`src/rtl/slot_pkg.sv`:
```
// Shared types and constants for the slot-machine display slice.
package slot_pkg;

  typedef enum logic [1:0] {
    IDLE,
    HOLD,
    ROLL
  } cd_state_t;

  localparam logic [6:0] SEG_BLANK = 7'h7F;

  // Active-low {g,f,e,d,c,b,a} patterns for decimal digits 0..9.
  localparam logic [6:0] SEG_LUT [0:9] = '{
    7'h40, 7'h79, 7'h24, 7'h30, 7'h19,
    7'h12, 7'h02, 7'h78, 7'h00, 7'h10
  };

  function automatic int unsigned CREDIT_MAX(input int unsigned digits);
    int unsigned r;
    r = 1;
    for (int unsigned i = 0; i < digits; i++) r = r * 10;
    return r - 1;
  endfunction

endpackage

```
`src/rtl/bin2bcd_seq.sv`:
```
// Iterative shift-and-add-3 binary to BCD converter, one input bit per cycle.
module bin2bcd_seq #(
  parameter int unsigned BIN_W  = 10,
  parameter int unsigned DIGITS = 3
) (
  input  logic                  clk,
  input  logic                  reset,
  input  logic                  start,
  input  logic [BIN_W-1:0]      bin,
  output logic                  busy,
  output logic                  done,
  output logic [4*DIGITS-1:0]   bcd
);

  localparam int unsigned CNT_W = $clog2(BIN_W + 1);
  localparam logic [CNT_W-1:0] CNT_LAST = CNT_W'(BIN_W);

  logic [BIN_W-1:0]    sr_q;
  logic [4*DIGITS-1:0] acc_q;
  logic [4*DIGITS-1:0] adj;
  logic [4*DIGITS-1:0] shifted;
  logic [CNT_W-1:0]    cnt_q;
  logic                busy_q;
  logic                done_q;

  always_comb begin
    adj = acc_q;
    for (int unsigned i = 0; i < DIGITS; i++) begin
      if (acc_q[4*i +: 4] >= 4'd5) adj[4*i +: 4] = acc_q[4*i +: 4] + 4'd3;
    end
    shifted = {adj[4*DIGITS-2:0], sr_q[BIN_W-1]};
  end

  // After BIN_W shifts one extra cycle publishes done, so acc_q is stable when sampled.
  always_ff @(posedge clk or negedge reset) begin
    if (!reset) begin
      sr_q   <= '0;
      acc_q  <= '0;
      cnt_q  <= '0;
      busy_q <= 1'b0;
      done_q <= 1'b0;
    end else begin
      done_q <= 1'b0;
      if (busy_q) begin
        if (cnt_q == CNT_LAST) begin
          busy_q <= 1'b0;
          done_q <= 1'b1;
        end else begin
          acc_q <= shifted;
          sr_q  <= {sr_q[BIN_W-2:0], 1'b0};
          cnt_q <= cnt_q + CNT_W'(1);
        end
      end else if (start) begin
        sr_q   <= bin;
        acc_q  <= '0;
        cnt_q  <= '0;
        busy_q <= 1'b1;
      end
    end
  end

  assign busy = busy_q;
  assign done = done_q;
  assign bcd  = acc_q;

endmodule

```
`src/rtl/credit_display.sv`:
```
// Credit total holder with win roll-up, BCD conversion and multiplexed
// active-low 7-segment drive.
module credit_display #(
  parameter int unsigned CREDIT_W    = 10,
  parameter int unsigned DIGITS      = 3,
  parameter int unsigned REFRESH_DIV = 25000,
  parameter int unsigned ROLL_DIV    = 1250000
) (
  input  logic                clk,
  input  logic                reset,
  input  logic [CREDIT_W-1:0] total_credits,
  input  logic                is_total,
  input  logic [CREDIT_W-1:0] win_credits,
  input  logic                is_win,
  input  logic                spin_done,
  output logic [6:0]          seven_segment_output,
  output logic [DIGITS-1:0]   digit_en,
  output logic                win_active
);
  import slot_pkg::*;

  localparam int unsigned RC_W = (ROLL_DIV > 1) ? $clog2(ROLL_DIV) : 1;
  localparam int unsigned RF_W = (REFRESH_DIV > 1) ? $clog2(REFRESH_DIV) : 1;
  localparam int unsigned IX_W = (DIGITS > 1) ? $clog2(DIGITS) : 1;
  localparam logic [CREDIT_W-1:0] CMAX      = CREDIT_W'(CREDIT_MAX(DIGITS));
  localparam logic [RC_W-1:0]     ROLL_LAST = RC_W'(ROLL_DIV - 1);
  localparam logic [RF_W-1:0]     REF_LAST  = RF_W'(REFRESH_DIV - 1);
  localparam logic [IX_W-1:0]     IDX_LAST  = IX_W'(DIGITS - 1);

  cd_state_t           state_q, state_d;
  logic [CREDIT_W-1:0] target_q, target_d;
  logic [CREDIT_W-1:0] shown_q, shown_d;
  logic [CREDIT_W-1:0] clamped, tgt_eff, shown_inc;
  logic                win_pending_q, win_pending_d;
  logic                done_seen_q, done_seen_d;
  logic                spin_q, spin_rise, pend_eff, snap;
  logic [RC_W-1:0]     roll_cnt_q, roll_cnt_d;
  logic                win_active_q;

  // A same-cycle win is folded into pend_eff so the accompanying total counts as a winning total.
  always_comb begin
    clamped       = (total_credits > CMAX) ? CMAX : total_credits;
    spin_rise     = spin_done & ~spin_q;
    pend_eff      = win_pending_q | (is_win & (win_credits != '0));
    tgt_eff       = is_total ? clamped : target_q;
    shown_inc     = shown_q + CREDIT_W'(1);
    snap          = is_total && (clamped < shown_q) && (state_q != IDLE);
    state_d       = state_q;
    target_d      = target_q;
    shown_d       = shown_q;
    win_pending_d = pend_eff;
    done_seen_d   = spin_rise | (done_seen_q & ~is_win);
    roll_cnt_d    = roll_cnt_q;
    if (snap) begin
      target_d      = clamped;
      shown_d       = clamped;
      win_pending_d = 1'b0;
      state_d       = IDLE;
    end else begin
      case (state_q)
        IDLE: begin
          if (is_total) begin
            target_d = clamped;
            if (pend_eff && (clamped > shown_q)) begin
              state_d = HOLD;
            end else begin
              shown_d       = clamped;
              win_pending_d = 1'b0;
            end
          end
        end
        HOLD: begin
          target_d = tgt_eff;
          if (done_seen_q) begin
            roll_cnt_d = '0;
            state_d    = ROLL;
          end
        end
        ROLL: begin
          target_d = tgt_eff;
          if (shown_q == tgt_eff) begin
            state_d       = IDLE;
            win_pending_d = 1'b0;
            done_seen_d   = 1'b0;
          end else if (roll_cnt_q == ROLL_LAST) begin
            roll_cnt_d = '0;
            shown_d    = shown_inc;
            if (shown_inc == tgt_eff) begin
              state_d       = IDLE;
              win_pending_d = 1'b0;
              done_seen_d   = 1'b0;
            end
          end else begin
            roll_cnt_d = roll_cnt_q + RC_W'(1);
          end
        end
        default: state_d = IDLE;
      endcase
    end
  end

  always_ff @(posedge clk or negedge reset) begin
    if (!reset) begin
      state_q       <= IDLE;
      target_q      <= '0;
      shown_q       <= '0;
      win_pending_q <= 1'b0;
      done_seen_q   <= 1'b0;
      spin_q        <= 1'b0;
      roll_cnt_q    <= '0;
      win_active_q  <= 1'b0;
    end else begin
      state_q       <= state_d;
      target_q      <= target_d;
      shown_q       <= shown_d;
      win_pending_q <= win_pending_d;
      done_seen_q   <= done_seen_d;
      spin_q        <= spin_done;
      roll_cnt_q    <= roll_cnt_d;
      win_active_q  <= (state_d != IDLE);
    end
  end

  logic                conv_start, conv_busy, conv_done;
  logic [4*DIGITS-1:0] conv_bcd, bcd_q;
  logic [CREDIT_W-1:0] last_q;
  logic                dirty_q;

  assign conv_start = ~conv_busy & (dirty_q | (shown_q != last_q));

  bin2bcd_seq #(
    .BIN_W  (CREDIT_W),
    .DIGITS (DIGITS)
  ) u_bin2bcd (
    .clk   (clk),
    .reset (reset),
    .start (conv_start),
    .bin   (shown_q),
    .busy  (conv_busy),
    .done  (conv_done),
    .bcd   (conv_bcd)
  );

  always_ff @(posedge clk or negedge reset) begin
    if (!reset) begin
      last_q  <= '0;
      dirty_q <= 1'b0;
      bcd_q   <= '0;
    end else begin
      if (conv_start) begin
        last_q  <= shown_q;
        dirty_q <= 1'b0;
      end else if (conv_busy && (shown_d != shown_q)) begin
        dirty_q <= 1'b1;
      end
      if (conv_done) bcd_q <= conv_bcd;
    end
  end

  logic [RF_W-1:0]   ref_cnt_q;
  logic [IX_W-1:0]   idx_q;
  logic [DIGITS-1:0] blank;
  logic              zero_above;
  logic [3:0]        cur_digit;
  logic              cur_blank;
  logic [6:0]        seg_d, seg_q;
  logic [DIGITS-1:0] en_q;

  // Blank every digit above the most significant nonzero one; digit 0 always shows.
  always_comb begin
    blank      = '0;
    zero_above = 1'b1;
    for (int unsigned i = DIGITS - 1; i >= 1; i--) begin
      zero_above = zero_above && (bcd_q[4*i +: 4] == 4'd0);
      blank[i]   = zero_above;
    end
    cur_digit = 4'd0;
    cur_blank = 1'b0;
    for (int unsigned i = 0; i < DIGITS; i++) begin
      if (idx_q == IX_W'(i)) begin
        cur_digit = bcd_q[4*i +: 4];
        cur_blank = blank[i];
      end
    end
    if (cur_blank || (cur_digit > 4'd9)) seg_d = SEG_BLANK;
    else                                 seg_d = SEG_LUT[cur_digit];
  end

  always_ff @(posedge clk or negedge reset) begin
    if (!reset) begin
      ref_cnt_q <= '0;
      idx_q     <= '0;
      seg_q     <= SEG_BLANK;
      en_q      <= '1;
    end else begin
      if (ref_cnt_q == REF_LAST) begin
        ref_cnt_q <= '0;
        idx_q     <= (idx_q == IDX_LAST) ? '0 : idx_q + IX_W'(1);
      end else begin
        ref_cnt_q <= ref_cnt_q + RF_W'(1);
      end
      seg_q <= seg_d;
      en_q  <= ~(DIGITS'(1) << idx_q);
    end
  end

  assign seven_segment_output = seg_q;
  assign digit_en             = en_q;
  assign win_active           = win_active_q;

endmodule
```
`config.mk`:
```
export PLATFORM = sky130hd
export DESIGN_NAME = credit_display
export DESIGN_NICKNAME = d
export VERILOG_FILES = /design/src/rtl/slot_pkg.sv /design/src/rtl/bin2bcd_seq.sv /design/src/rtl/credit_display.sv
export SDC_FILE = /design/constraint.sdc
export NUM_CORES = 1
export LEC_CHECK = 0
export CORE_ASPECT_RATIO = 1.1
export CORE_MARGIN = 5
export CORE_UTILIZATION = 45
export DETAILED_ROUTE_END_ITERATION = 8
export GPL_TIMING_DRIVEN = 0
export HOLD_SLACK_MARGIN = 0.1
export PLACE_DENSITY_LB_ADDON = 0.2
export SLEW_MARGIN = 5
export SYNTH_ARGS = -nofsm -noshare
export SYNTH_HDL_FRONTEND = slang
export SYNTH_HIERARCHICAL = 1
export SYNTH_SLANG_ARGS = --single-unit
```
`constraint.sdc`:
```
create_clock -name clk -period 3.7 [get_ports clk]
set_clock_uncertainty 0.1 [all_clocks]
set_input_delay 0.925 -clock clk [delete_from_list [all_inputs] [get_ports clk]]
set_output_delay 0.925 -clock clk [all_outputs]
set_load 0.02 [all_outputs]
```
Word level (Yosys, flattened, before mapping)
Memory sizes are Yosys's and may differ from the RTL's.
Index checks and enable logic that the tools add are counted.
{ "op_classes": {"addsub": 8, "order_cmp": 8, "n_eq_ne": 14, "shifts": 1, "n_mux": 63, "bitwise": 13, "n_reduce_logical": 20} }
{ "op_table": {"columns": ["cell", "count"], "rows": [
  ["$mux 10", 12],
  ["$mux 21", 3],
  ["$pmux 21 s2", 1],
  ["$mux 12", 3],
  ["$mux 4", 8],
  ["$add 21x1->21 const B", 1],
  ["$eq 21x21->1 const B", 1],
  ["$mux 7", 3],
  ["$eq 10x10->1", 2],
  ["$mux 1", 20],
  ["$ne 10x10->1", 2],
  ["$pmux 10 s2", 1],
  ["$mux 2", 8],
  ["$add 15x1->15 const B", 1],
  ["$eq 15x15->1 const B", 1],
  ["$mux 15", 1],
  ["$ge 4x3->1 const B", 3],
  ["$reduce_bool 2->1", 6],
  ["$add 10x1->10 const B", 1],
  ["$gt 10x10->1", 1],
  ["$gt 10x10->1 const B", 1],
  ["$lt 10x10->1", 1],
  ["$reduce_bool 10->1", 1],
  ["$add 4x2->4 const B", 2],
  ["other kinds (25)", 43]
]} }
{ "totals": {"ff_bits": 125, "romBits": 112, "input_bits": 25, "out_inout_bits": 11, "wordCells": 148, "memories": 1} }
{ "memory_table": {"columns": ["memory", "depth", "word_bits", "read_ports", "rd_clocked_by_memory_dff", "wr", "line_no", "source"], "rows": [
  ["(name not given)", 16, 7, 1, 0, 0, "credit_display.sv:186", "else seg_d = SEG_LUT[cur_digit];"]
]} }

Depth between registers and ports, before layout
{ "depth": {"ltp_word": 12, "ltp_mapped": 18, "depth_no_buf": 16} }

Hierarchy
Netlist, hierarchy kept.
{ "modules_own_cells": {"columns": ["module", "n_inst", "cells_each", "area_each_um2", "seq_area_each_um2"], "rows": [
  ["credit_display", 1, 711, 6120.9, 2439.8],
  ["bin2bcd_seq", 1, 141, 1470.2, 700.7]
]} }

Worst setup path after synthesis
No wires, ideal clock.
{ "synth_timing": {"path_type": "in2reg", "from": "input port total_credits[5]", "to": "register dirty_q", "setup_time_ns": 0.141, "arrival_ns": 4.099, "t_required_ns": 3.459, "setup_slack_ns": -0.640, "stages": 18, "n_path_buf": 2, "path_cell_list": "clkbuf_1 o211ai_1 nor2_1 nor2_1 inv_1 ha_1 nor2b_1 o21a_1 o21ai_0 a21boi_0 o21ai_0 clkbuf_1 nand2_1 a2111o_1 nand2_1 nand4_1 nor4_1 a41oi_1"} }
{ "synth_via": {"elab_chain_len": 11, "word_cells_on_any_way": 17, "classes_between": "3 x order compare; 2 x eq/ne; 7 x mux; 5 x reduce/logical"} }
{ "synth_lines": {"columns": ["item", "line_no", "source"], "rows": [
  ["from (decl)", "credit_display.sv:11", "input logic [CREDIT_W-1:0] total_credits,"],
  ["$gt 10x10->1", "credit_display.sv:42", "clamped = (total_credits > CMAX) ? CMAX : total_credits;"],
  ["$mux 10 (*)", "credit_display.sv:42", null],
  ["$gt 10x10->1", "credit_display.sv:64", "if (pend_eff && (clamped > shown_q)) begin"],
  ["$logic_and 1x1->1", "credit_display.sv:64", null],
  ["$mux 10", "credit_display.sv:64", null],
  ["$mux 10", "credit_display.sv:62", "if (is_total) begin"],
  ["$pmux 10 s2", "credit_display.sv:60", "case (state_q)"],
  ["$mux 10 (*)", "credit_display.sv:54", "if (snap) begin"],
  ["$ne 10x10->1 (*)", "credit_display.sv:153", "end else if (conv_busy && (shown_d != shown_q)) begin"],
  ["$logic_and 1x1->1 (*)", "credit_display.sv:153", null],
  ["$reduce_bool 2->1 (no source line) (*)", null, null],
  ["to (signal assigned)", "credit_display.sv:147", "dirty_q <= 1'b0;"],
  ["to (signal assigned)", "credit_display.sv:152", "dirty_q <= 1'b0;"],
  ["to (signal assigned)", "credit_display.sv:154", "dirty_q <= 1'b1;"],
  ["to (decl)", "credit_display.sv:127", "logic dirty_q;"]
]} }
Every way passes the cells marked *; elsewhere a longest branch is shown, timed or not.
A chain may end at the register's enable or synchronous reset.

Worst setup path after layout
{ "layout_timing": {"from": "input port total_credits[4]", "to": "register dirty_q"} }
Same word-level chain as after synthesis.

==> run_results.csv <==
group,metric,value,unit
run_status,status,"finished with violations",
run_status,violations,"setup timing",
sta,setup_viol,2,
global_routing,antenna_found_initial,0,
route,first_iter_violations,636,
clock_network,clockBufferDepth,2,
critical_path,cp-startpoint,"total_credits[4]",
critical_path,cp-end-kind,"flip-flop",
sta,finalCritPeriodShare,1.05,
placement,hpwl,14600,um
synth,async_flop_share,1.00,
floorplan,fp-row-count,49,
clock_network,numCtsBuffers,17,
critical_path,crit_arrival,4.07,ns
power,p_leak,4.14,nW
sta,min_period,3.90,ns
critical_path,crit_fanout,4,
global_routing,grt_max_degree,86,
layout,drive_gt1_frac,0.227,
layout,num-fill-cells,1428,
sta,hold-worst-slack,0.318,ns
synth,yosys_most_used_dff,"dfrtp_1",
power,power_density,753,nW/um2
power,peakVddDrop,0.432,mV
critical_path,r2r-start,"shown_q[9]",
placement,io_buffers,32,
synth,netlist_area,7590,um2
clock_network,cts_tree,"built",
clock_network,cts.clk_slew.worst_paths,0.06,ns
sta,hold_viol,0,
sta,max_slew_margin,0.433,
route,wirelength,20700,um
synth,syn_inst,852,
route,dr_total_vias,6772,
floorplan,ioPinCount,36,
synth,synth_edf_count,0,
synth,ys_top_cells_by_area,"dfrtp_1 (38%), o21ai_0 (5.9%), nand2_1 (4.5%), ha_1 (4.0%), nor2_1 (3.8%)",
synth,yosys_warnings,6,
synth,synth.avg_cell_area,8.91,um2
sta,rsz0062_at_grt,"true",
run,drv_cap,0,
floorplan,initial_core_util,0.460,
worst_hold_path,hold_class,"in -> async",
synth,ys_seq_elements,125,
synth,ys_seq_area_frac,0.414,
layout,area_delta_synth_final,27.1,%
route,remaining_drc_errors,0,
sta,setup-tns-final,-0.224,ns
layout,fin_nets,993,
sta,clock.fmax,0.257,GHz
synth,yosys.area.top_type,"dfrtp_1",
floorplan,die-width,134,um
clock_network,clock-sinks,125,
sta,drv_slew,0,
synth,synth_fp_nets,901,
sta,setup_slack,-0.196,ns
clock_network,clock_latency,0.42,ns
route,wl_per_cell,17.8,um
route,vias_per_cell,5.83,
placement,gp_congestion,1.09,
sta,tightest_slew,0.843,ns
critical_path,worstSetupPathType,"in -> reg",
floorplan,core,16500,um2
clock_network,cts-htree-levels,4,
global_routing,overflow,0,
floorplan,dieArea,19600,um2
synth,synth_cell_types,70,
route,final_antenna_net_count,0,
clock_network,clockRootBuffer,"clkbuf_16",
layout,antenna_cells,0,
floorplan,die-height,146,um
critical_path,startpoint_type,"input port",
global_routing,grt_first_pass_wirelength,33100,um
critical_path,cp.required,3.88,ns
global_routing,first_global_vias,6380,
synth,netlist.area_leader.share,0.379,
route,dr.pass1.iters,5,
global_routing,grt.total_usage,0.211,
==> registers in the layout, indices dropped and copies added (netlist names), named ones only <==
| signal | count |
|---|---|
| roll_cnt_q | 21 |
| ref_cnt_q | 15 |
| bcd_q | 12 |
| u_bin2bcd/bcd | 12 |
| last_q | 10 |
| shown_q | 10 |
| u_bin2bcd/sr_q | 10 |
| seven_segment_output | 7 |
| target_q | 5 |
| u_bin2bcd/cnt_q | 4 |
| digit_en | 3 |
| idx_q | 2 |
| state_q | 2 |
| dirty_q | 1 |
| done_seen_q | 1 |
| spin_q | 1 |
| u_bin2bcd/busy | 1 |
| u_bin2bcd/done | 1 |
| win_active | 1 |
| win_pending_q | 1 |
==> cells in the mapped netlist (all sizes together), types with 24 or more instances <==
cell type and n:
a21oi 35, mux2i 24, clkbuf 31, inv 35, ha 24, nand2 91, mux2 24, o21ai 100
xnor2 25, nor2 76, xor2 28, nand3 43, dfrtp 115
==> kinds of logic after synthesis <==
group | after synthesis | share of synthesized area
and+or+nand+nor | 310 | 0.196
AOI/OAI and AO/OA | 212 | 0.176
DFF | 125 | 0.414
muxes | 48 | 0.0672
adders and majority gates | 25 | 0.0409
xor gates and xnor gates | 53 | 0.0612
buffers and inverters | 79 | 0.0457
==> cell type report <==
type	count	area, um2	share of cell area
buffer	41	295	0.0306
clock buffer	22	474	0.0491
clock inverter	10	138	0.0143
inverter	35	135	0.0140
multi-input combinational	648	4480	0.464
sequential	125	3140	0.326
tap	204	255	0.0264
timing repair buffer	76	729	0.0756
==> critical path: stages <==
cell,delay [ns]
buf_8,0.10
o211ai_1,0.22
buf_4,0.18
nor2_4,0.06
nor2_4,0.13
inv_2,0.07
ha_4,0.23
nor2b_4,0.12
o21a_1,0.17
o21ai_2,0.15
a21boi_4,0.09
or2_4,0.30
buf_6,0.13
buf_6,0.11
nand2_4,0.06
a21oi_4,0.06
nor4_4,0.31
nand4_1,0.19
nor4_4,0.32
a41oi_2,0.14
==> report_power, final <==
part           switching (mW)  internal (mW)
combinational            1.97           1.42
sequential              0.365           1.79
clock                   0.608           1.11
==> final timing paths <==
| kind | cells after the start | endpoint | slack [ns] |
|---|---|---|---|
| max | 20 | dirty_q | -0.20 |
| min in group clk | 2 | u_bin2bcd/sr_q[2] | 0.38 |
| min reg2reg | 2 | u_bin2bcd/sr_q[2] | 0.38 |
| min | 1 | bcd_q[0] | 0.32 |
| max in group asynchronous | 2 | shown_q[9] | 2.42 |
| max reg2reg | 15 | dirty_q | -0.06 |
==> cell usage in the layout (no fill, tap or decap), drive strengths merged, types with 3 or more instances in the layout <==
| master | n |
|---|---|
| and2 | 7 |
| clkinvlp | 3 |
| o311ai | 3 |
| mux2 | 24 |
| dfrtp | 115 |
| o211ai | 10 |
| a21oi | 35 |
| clkbuf | 47 |
| o31ai | 5 |
| xor2 | 28 |
| a221oi | 4 |
| bufinv | 3 |
| clkinv | 5 |
| or3 | 6 |
| a31oi | 9 |
| nand3b | 3 |
| o22ai | 10 |
| nor4 | 15 |
| nand2b | 14 |
| xnor2 | 25 |
| a22oi | 3 |
| o21ai | 100 |
| clkdlybuf4s50 | 26 |
| ha | 24 |
| nand3 | 43 |
| inv | 34 |
| and3 | 12 |
| and4 | 4 |
| nand2 | 91 |
| buf | 66 |
| nor2b | 8 |
| mux2i | 24 |
| or2 | 5 |
| dfstp | 10 |
| nor2 | 76 |
| a41oi | 3 |
| nor3 | 13 |
| nand4 | 6 |
==> repair_timing <==
action,CTS,global route
endpoints found under the setup margin,47,33
resized for setup,77,73
buffers inserted,16,26
pin swaps,17,25
hold buffers,0,0
==> per-stage QoR <==
| stage | power, mW | util | area, um2 | cells | worst slack [ns] |
|---|---|---|---|---|---|
| after global placement | 5.04 | 0.497 | 8200 | 1088 | -3.38 |
| after CTS | 7.00 | 0.556 | 9170 | 1135 | -0.126 |
| after floorplan | 4.18 | - | 7620 | 852 | -0.262 |
| after detailed placement | 5.06 | 0.500 | 8240 | 1090 | -1.72 |
| final | 7.27 | 0.585 | 9650 | 1161 | -0.196 |
| after global routing | 7.72 | 0.585 | 9650 | 1161 | -0.368 |
==> per-layer routing <==
layer,GRT usage,wire length (um),vias up
met4,0.106,986,0
met1,0.264,8520,3187
met5,0,0,-
li1,-,-,3230
met3,0.0341,1220,67
met2,0.351,9930,288
(Power assumes the default switching activity.)
